### config.mk
export PLATFORM = sky130hd
export DESIGN_NAME = nearest_block_reducer
export DESIGN_NICKNAME = d
export VERILOG_FILES = /design/src/rtl/nearest_block_reducer.sv
export SDC_FILE = /design/constraint.sdc
export NUM_CORES = 1
export LEC_CHECK = 0
export ABC_AREA = 0
export CORE_MARGIN = 5
export CORE_UTILIZATION = 40
export DETAILED_ROUTE_END_ITERATION = 8
export PLACE_DENSITY = 0.67
export SLEW_MARGIN = 20
export SYNTH_ARGS = -nofsm -noshare
export SYNTH_HDL_FRONTEND = slang
export SYNTH_SLANG_ARGS = --single-unit
### constraint.sdc
create_clock -name clk_in -period 2.84 [get_ports clk_in]
set_input_delay 0.568 -clock clk_in [delete_from_list [all_inputs] [get_ports clk_in]]
set_output_delay 0.568 -clock clk_in [all_outputs]
set_load 0.005 [all_outputs]
### src/rtl/nearest_block_reducer.sv
// Streaming nearest-hit reducer: folds one candidate beat per block into a single
// per-pixel result (nearest qualifying block and t), with ready/valid on both sides.
//
// state    | meaning
// ST_FIRST | waiting for the first beat of a pixel; accumulator is implicitly empty
// ST_ACCUM | mid-pixel; accumulator holds the best qualifying beat seen so far
module nearest_block_reducer #(
   parameter  int NUM_BLOCKS = 12,
   parameter  int T_WIDTH    = 32,
   parameter  int T_MIN      = 1,
   parameter  int X_WIDTH    = 11,
   parameter  int Y_WIDTH    = 10,
   localparam int IDX_W      = $clog2(NUM_BLOCKS + 1)
) (
   input  logic               clk_in,
   input  logic               rst_in,
   input  logic               cand_valid_in,
   output logic               cand_ready_out,
   input  logic [IDX_W-1:0]   cand_block_in,
   input  logic               cand_hit_in,
   input  logic [T_WIDTH-1:0] cand_t_in,
   input  logic               cand_last_in,
   input  logic [X_WIDTH-1:0] x_in,
   input  logic [Y_WIDTH-1:0] y_in,
   output logic               res_valid_out,
   input  logic               res_ready_in,
   output logic [IDX_W-1:0]   best_block_out,
   output logic [T_WIDTH-1:0] best_t_out,
   output logic               hit_out,
   output logic [X_WIDTH-1:0] x_out,
   output logic [Y_WIDTH-1:0] y_out,
   output logic               count_err_out
);

   localparam int                 CNT_W    = $clog2(NUM_BLOCKS + 2);
   localparam logic [CNT_W-1:0]   CNT_SAT  = CNT_W'(NUM_BLOCKS + 1);
   localparam logic [CNT_W-1:0]   CNT_GOOD = CNT_W'(NUM_BLOCKS);
   localparam logic [IDX_W-1:0]   MISS_IDX = IDX_W'(NUM_BLOCKS);
   localparam logic [T_WIDTH-1:0] T_MIN_V  = T_WIDTH'(T_MIN);
   localparam logic [T_WIDTH-1:0] T_ALL1   = '1;

   typedef enum logic {ST_FIRST, ST_ACCUM} state_t;

   state_t             state;
   logic [IDX_W-1:0]   acc_block;
   logic [T_WIDTH-1:0] acc_t;
   logic               acc_hit;
   logic [CNT_W-1:0]   acc_cnt;
   logic [X_WIDTH-1:0] acc_x;
   logic [Y_WIDTH-1:0] acc_y;

   logic               beat_ok;
   logic               qual;
   logic [IDX_W-1:0]   base_block, nxt_block;
   logic [T_WIDTH-1:0] base_t, nxt_t;
   logic               base_hit, nxt_hit;
   logic [CNT_W-1:0]   base_cnt, nxt_cnt;
   logic [X_WIDTH-1:0] nxt_x;
   logic [Y_WIDTH-1:0] nxt_y;

   assign cand_ready_out = !res_valid_out || res_ready_in;

   always_comb begin
      beat_ok = cand_valid_in && cand_ready_out;
      qual    = cand_hit_in && (cand_block_in < MISS_IDX) && (cand_t_in >= T_MIN_V);
      if (state == ST_FIRST) begin
         base_block = MISS_IDX;
         base_t     = T_ALL1;
         base_hit   = 1'b0;
         base_cnt   = '0;
         nxt_x      = x_in;
         nxt_y      = y_in;
      end else begin
         base_block = acc_block;
         base_t     = acc_t;
         base_hit   = acc_hit;
         base_cnt   = acc_cnt;
         nxt_x      = acc_x;
         nxt_y      = acc_y;
      end
      nxt_block = base_block;
      nxt_t     = base_t;
      nxt_hit   = base_hit;
      // base_hit guard lets a genuine t of all-ones still win as the first hit
      if (qual && (!base_hit || cand_t_in < base_t)) begin
         nxt_block = cand_block_in;
         nxt_t     = cand_t_in;
         nxt_hit   = 1'b1;
      end
      nxt_cnt = (base_cnt == CNT_SAT) ? CNT_SAT : base_cnt + CNT_W'(1);
   end

   always_ff @(posedge clk_in or negedge rst_in) begin
      if (!rst_in) begin
         state          <= ST_FIRST;
         acc_block      <= MISS_IDX;
         acc_t          <= T_ALL1;
         acc_hit        <= 1'b0;
         acc_cnt        <= '0;
         acc_x          <= '0;
         acc_y          <= '0;
         res_valid_out  <= 1'b0;
         best_block_out <= MISS_IDX;
         best_t_out     <= T_ALL1;
         hit_out        <= 1'b0;
         x_out          <= '0;
         y_out          <= '0;
         count_err_out  <= 1'b0;
      end else begin
         if (res_valid_out && res_ready_in)
            res_valid_out <= 1'b0;
         if (beat_ok) begin
            if (cand_last_in) begin
               state          <= ST_FIRST;
               res_valid_out  <= 1'b1;
               best_block_out <= nxt_block;
               best_t_out     <= nxt_t;
               hit_out        <= nxt_hit;
               x_out          <= nxt_x;
               y_out          <= nxt_y;
               count_err_out  <= (nxt_cnt != CNT_GOOD);
            end else begin
               state     <= ST_ACCUM;
               acc_block <= nxt_block;
               acc_t     <= nxt_t;
               acc_hit   <= nxt_hit;
               acc_cnt   <= nxt_cnt;
               acc_x     <= nxt_x;
               acc_y     <= nxt_y;
            end
         end
      end
   end

endmodule

==> results.sh <==
export IMPL_r2r_end="best_t_out[22]"
export IMPL_finish_utilization_pct=58.2
export IMPL_grt_total_usage_pct=18.6
export IMPL_holdWs_ns=0.107
export IMPL_io_pins=124
export IMPL_dp_cells=975
export IMPL_synth_seq_cells=123
export IMPL_rrSetupSlack_ns=-0.06
export IMPL_synth_avg_cell_area_um2=10.3
export IMPL_fmax_ghz=0.343
export IMPL_postCtsHoldBufs=0
export IMPL_synth_flop_cell="dfstp_2"
export IMPL_cap_violations=0
export IMPL_insertedDiodeCount=0
export IMPL_setup_viol=34
export IMPL_violations="negative setup slack"
export IMPL_worstPathArrival_ns=3.26
export IMPL_cp_end_kind="register"
export IMPL_synthesis_area_um2=6510
export IMPL_die_y_um=138
export IMPL_rsz0062_at_grt="yes"
export IMPL_numClockSinks=123
export IMPL_drc=0
export IMPL_clk_root_buffer_cell="clkbuf_16"
export IMPL_cts_buffers=17
export IMPL_yosysWarnings=0
export IMPL_synth_edf_count=0
export IMPL_start_util_pct=40.9
export IMPL_dieArea_um2=18900
export IMPL_drv_slew=0
export IMPL_firstDrtPassIters=4
export IMPL_die_x_um=138
export IMPL_required_ns=3.19
export IMPL_crit_path_end="best_t_out[22]"
export IMPL_vias_per_cell=5.21
export IMPL_h_tree_depth=4
export IMPL_grt_pass1_vias=5568
export IMPL_numPortBuffers=123
export IMPL_clk_latency_ns=0.42
export IMPL_start_kind="input port"
export IMPL_grt_first_pass_wirelength_um=27600
export IMPL_drive_gt1_share_pct=33.1
export IMPL_critPathMaxFanout=17
export IMPL_gp_congestion=0.829
export IMPL_fillers=1332
export IMPL_cts_buffer_depth=2
export IMPL_slew_headroom_pct=58.4
export IMPL_peakVddDrop_uv=437
export IMPL_grt_max_degree=73
export IMPL_antenna_found_initial=1
export IMPL_final_cell_mix="clkdlybuf4s50_1 (122), nand2_1 (68), dfstp_2 (68)"
export IMPL_post_route_period_util_pct=103
export IMPL_place_area_um2=8250
export IMPL_fin_crit_ns=2.92
export IMPL_status="finished with violations"
export IMPL_path_class="in2reg"
export IMPL_hold_viol=0
export IMPL_fin_setup_tns_ns=-0.948
export IMPL_wire_per_inst_um=17.7
export IMPL_worstMarginPinSlew_ns=0.624
export IMPL_rr_startpoint="state"
export IMPL_dp_hpwl_um=11900
export IMPL_powerDensity_nw_per_um2=745
export IMPL_synth_async_reset_ratio_pct=100
export IMPL_setup_ws_ns=-0.0777
export IMPL_finClkSkew_ns=0.00963
export IMPL_rows=46
export IMPL_path_clk_slew_ns=0.06
export IMPL_hold_class="in2async"
export IMPL_final_common_cell="clkdlybuf4s50_1"
export IMPL_r2r_worst_path_cells=12
export IMPL_startpoint="cand_t_in[29]"
export IMPL_stdcell_area_um2=9280
export IMPL_syn_num_nets=724
export IMPL_ys_seq_area_share_pct=48.6
export IMPL_wirelength_um=18000
export IMPL_cts_tree="done"
export IMPL_stdcell_count=1022
export IMPL_grt_overflow_total=0
export IMPL_syn_inst=630
export IMPL_area_growth_syn_to_layout_pct=42.4
export IMPL_core_um2=15900
export IMPL_power_leakage_uw=0.00407
export IMPL_vias=5324
export IMPL_synth_distinct_cells=41
export IMPL_nets=887
export IMPL_ant_nets=0
export IMPL_drt_iter0_drc=310
worst max-delay path, cell delays in order:
cell             delay, ns
clkdlybuf4s50_1       0.50
buf_4                 0.18
nor4_1                0.33
buf_4                 0.17
nand4_1               0.12
o311ai_2              0.37
nor4_4                0.10
o21ai_4               0.09
buf_6                 0.12
bufbuf_16             0.28
mux2_4                0.31
o21ai_2               0.11
where the power goes:
| part | leakage, µW | switching, µW | internal [µW] |
|---|---|---|---|
| logic | 0.00243 | 915 | 1280 |
| registers | 0.00138 | 321 | 2420 |
| clock network | 0.000259 | 780 | 1200 |
logic make-up after synthesis:
| group | after synthesis | share of synthesized area (%) |
|---|---|---|
| buf+inv | 78 | 5.47 |
| flops | 123 | 48.5 |
| simple gates | 152 | 11.6 |
| mux | 77 | 13.7 |
| compound gates | 169 | 14.8 |
| fa+ha+maj | 31 | 5.95 |
state kept, by name, indices dropped and copies added, names as in the netlist, 4 cells and up:
name,flops
x_out,11
acc_cnt,4
acc_x,11
acc_t,32
best_block_out,4
acc_block,4
best_t_out,32
acc_y,10
y_out,10
per-layer routing:
layer	GRT usage (%)	wire (µm)	share of wire, %	vias up
li1	-	-	-	2562
met4	5.99	281	1.6	2
met2	31.2	8860	49	161
met1	22.6	7480	41	2576
met3	6.21	1410	7.8	23
met5	0	12	0.066	-
metrics by stage:
stage	total power (µW)	setup slack, ns
detailed placement	4720	-0.406
global placement	4620	-0.389
global route	7330	-0.257
CTS	6790	-0.0280
finish	6920	-0.0777
floorplan	3750	0.0682
what timing repair did:
action,CTS,global route
setup endpoints to repair,58,72
buffers inserted,4,4
resized for setup,16,94
pin swaps,1,6
cloned,2,6
cell usage after synthesis, types with 2 or more instances:
cell | instances | area share, %
o21ai_0 | 83 | 6.4
nand2_1 | 69 | 4.0
dfstp_2 | 68 | 27
dfrtp_1 | 55 | 21
mux2_2 | 40 | 6.9
inv_1 | 34 | 2.0
nor2b_1 | 33 | 3.2
o22ai_1 | 32 | 3.1
ha_1 | 31 | 6.0
clkbuf_1 | 25 | 1.4
mux2i_1 | 23 | 3.5
o21ai_1 | 17 | 1.3
a21oi_1 | 16 | 1.2
mux2_4 | 14 | 3.2
nor4_1 | 11 | 1.1
buf_2 | 9 | 0.69
nand3_1 | 7 | 0.54
nand4_1 | 7 | 0.67
nor2_1 | 7 | 0.40
nor3_1 | 7 | 0.54
buf_6 | 6 | 1.0
a22o_1 | 4 | 0.54
a21o_1 | 3 | 0.35
and3_1 | 3 | 0.29
nand2b_1 | 3 | 0.29
a21oi_2 | 2 | 0.27
and3b_1 | 2 | 0.27
buf_4 | 2 | 0.23
o21a_1 | 2 | 0.23
o21ai_2 | 2 | 0.27
o22a_1 | 2 | 0.27
or2_1 | 2 | 0.19
worst min-delay path by stage:
stage | end | slack (ns) | cells past startpoint
6_report | best_t_out[27] | 0.11 | 1
3_5_place_dp | best_t_out[18] | 0.45 | 2
4_1_cts | best_t_out[27] | 0.1 | 1
3_3_place_gp | best_t_out[20] | 0.45 | 2
5_1_grt | best_t_out[27] | 0.1 | 1
2_1_floorplan | acc_block[0] | 0.27 | 0
layout make-up:
cell class / count / area, µm² / share of cell area [%]
clock inverters: 7 / 42.5 / 0.459
inverters: 35 / 131 / 1.42
flip-flops and latches: 123 / 3160 / 34.1
repair buffers: 187 / 1930 / 20.8
multi-input cells: 429 / 3240 / 34.9
clock buffers: 25 / 495 / 5.34
well taps: 216 / 270 / 2.91
Power figures use the tool's default switching activity.
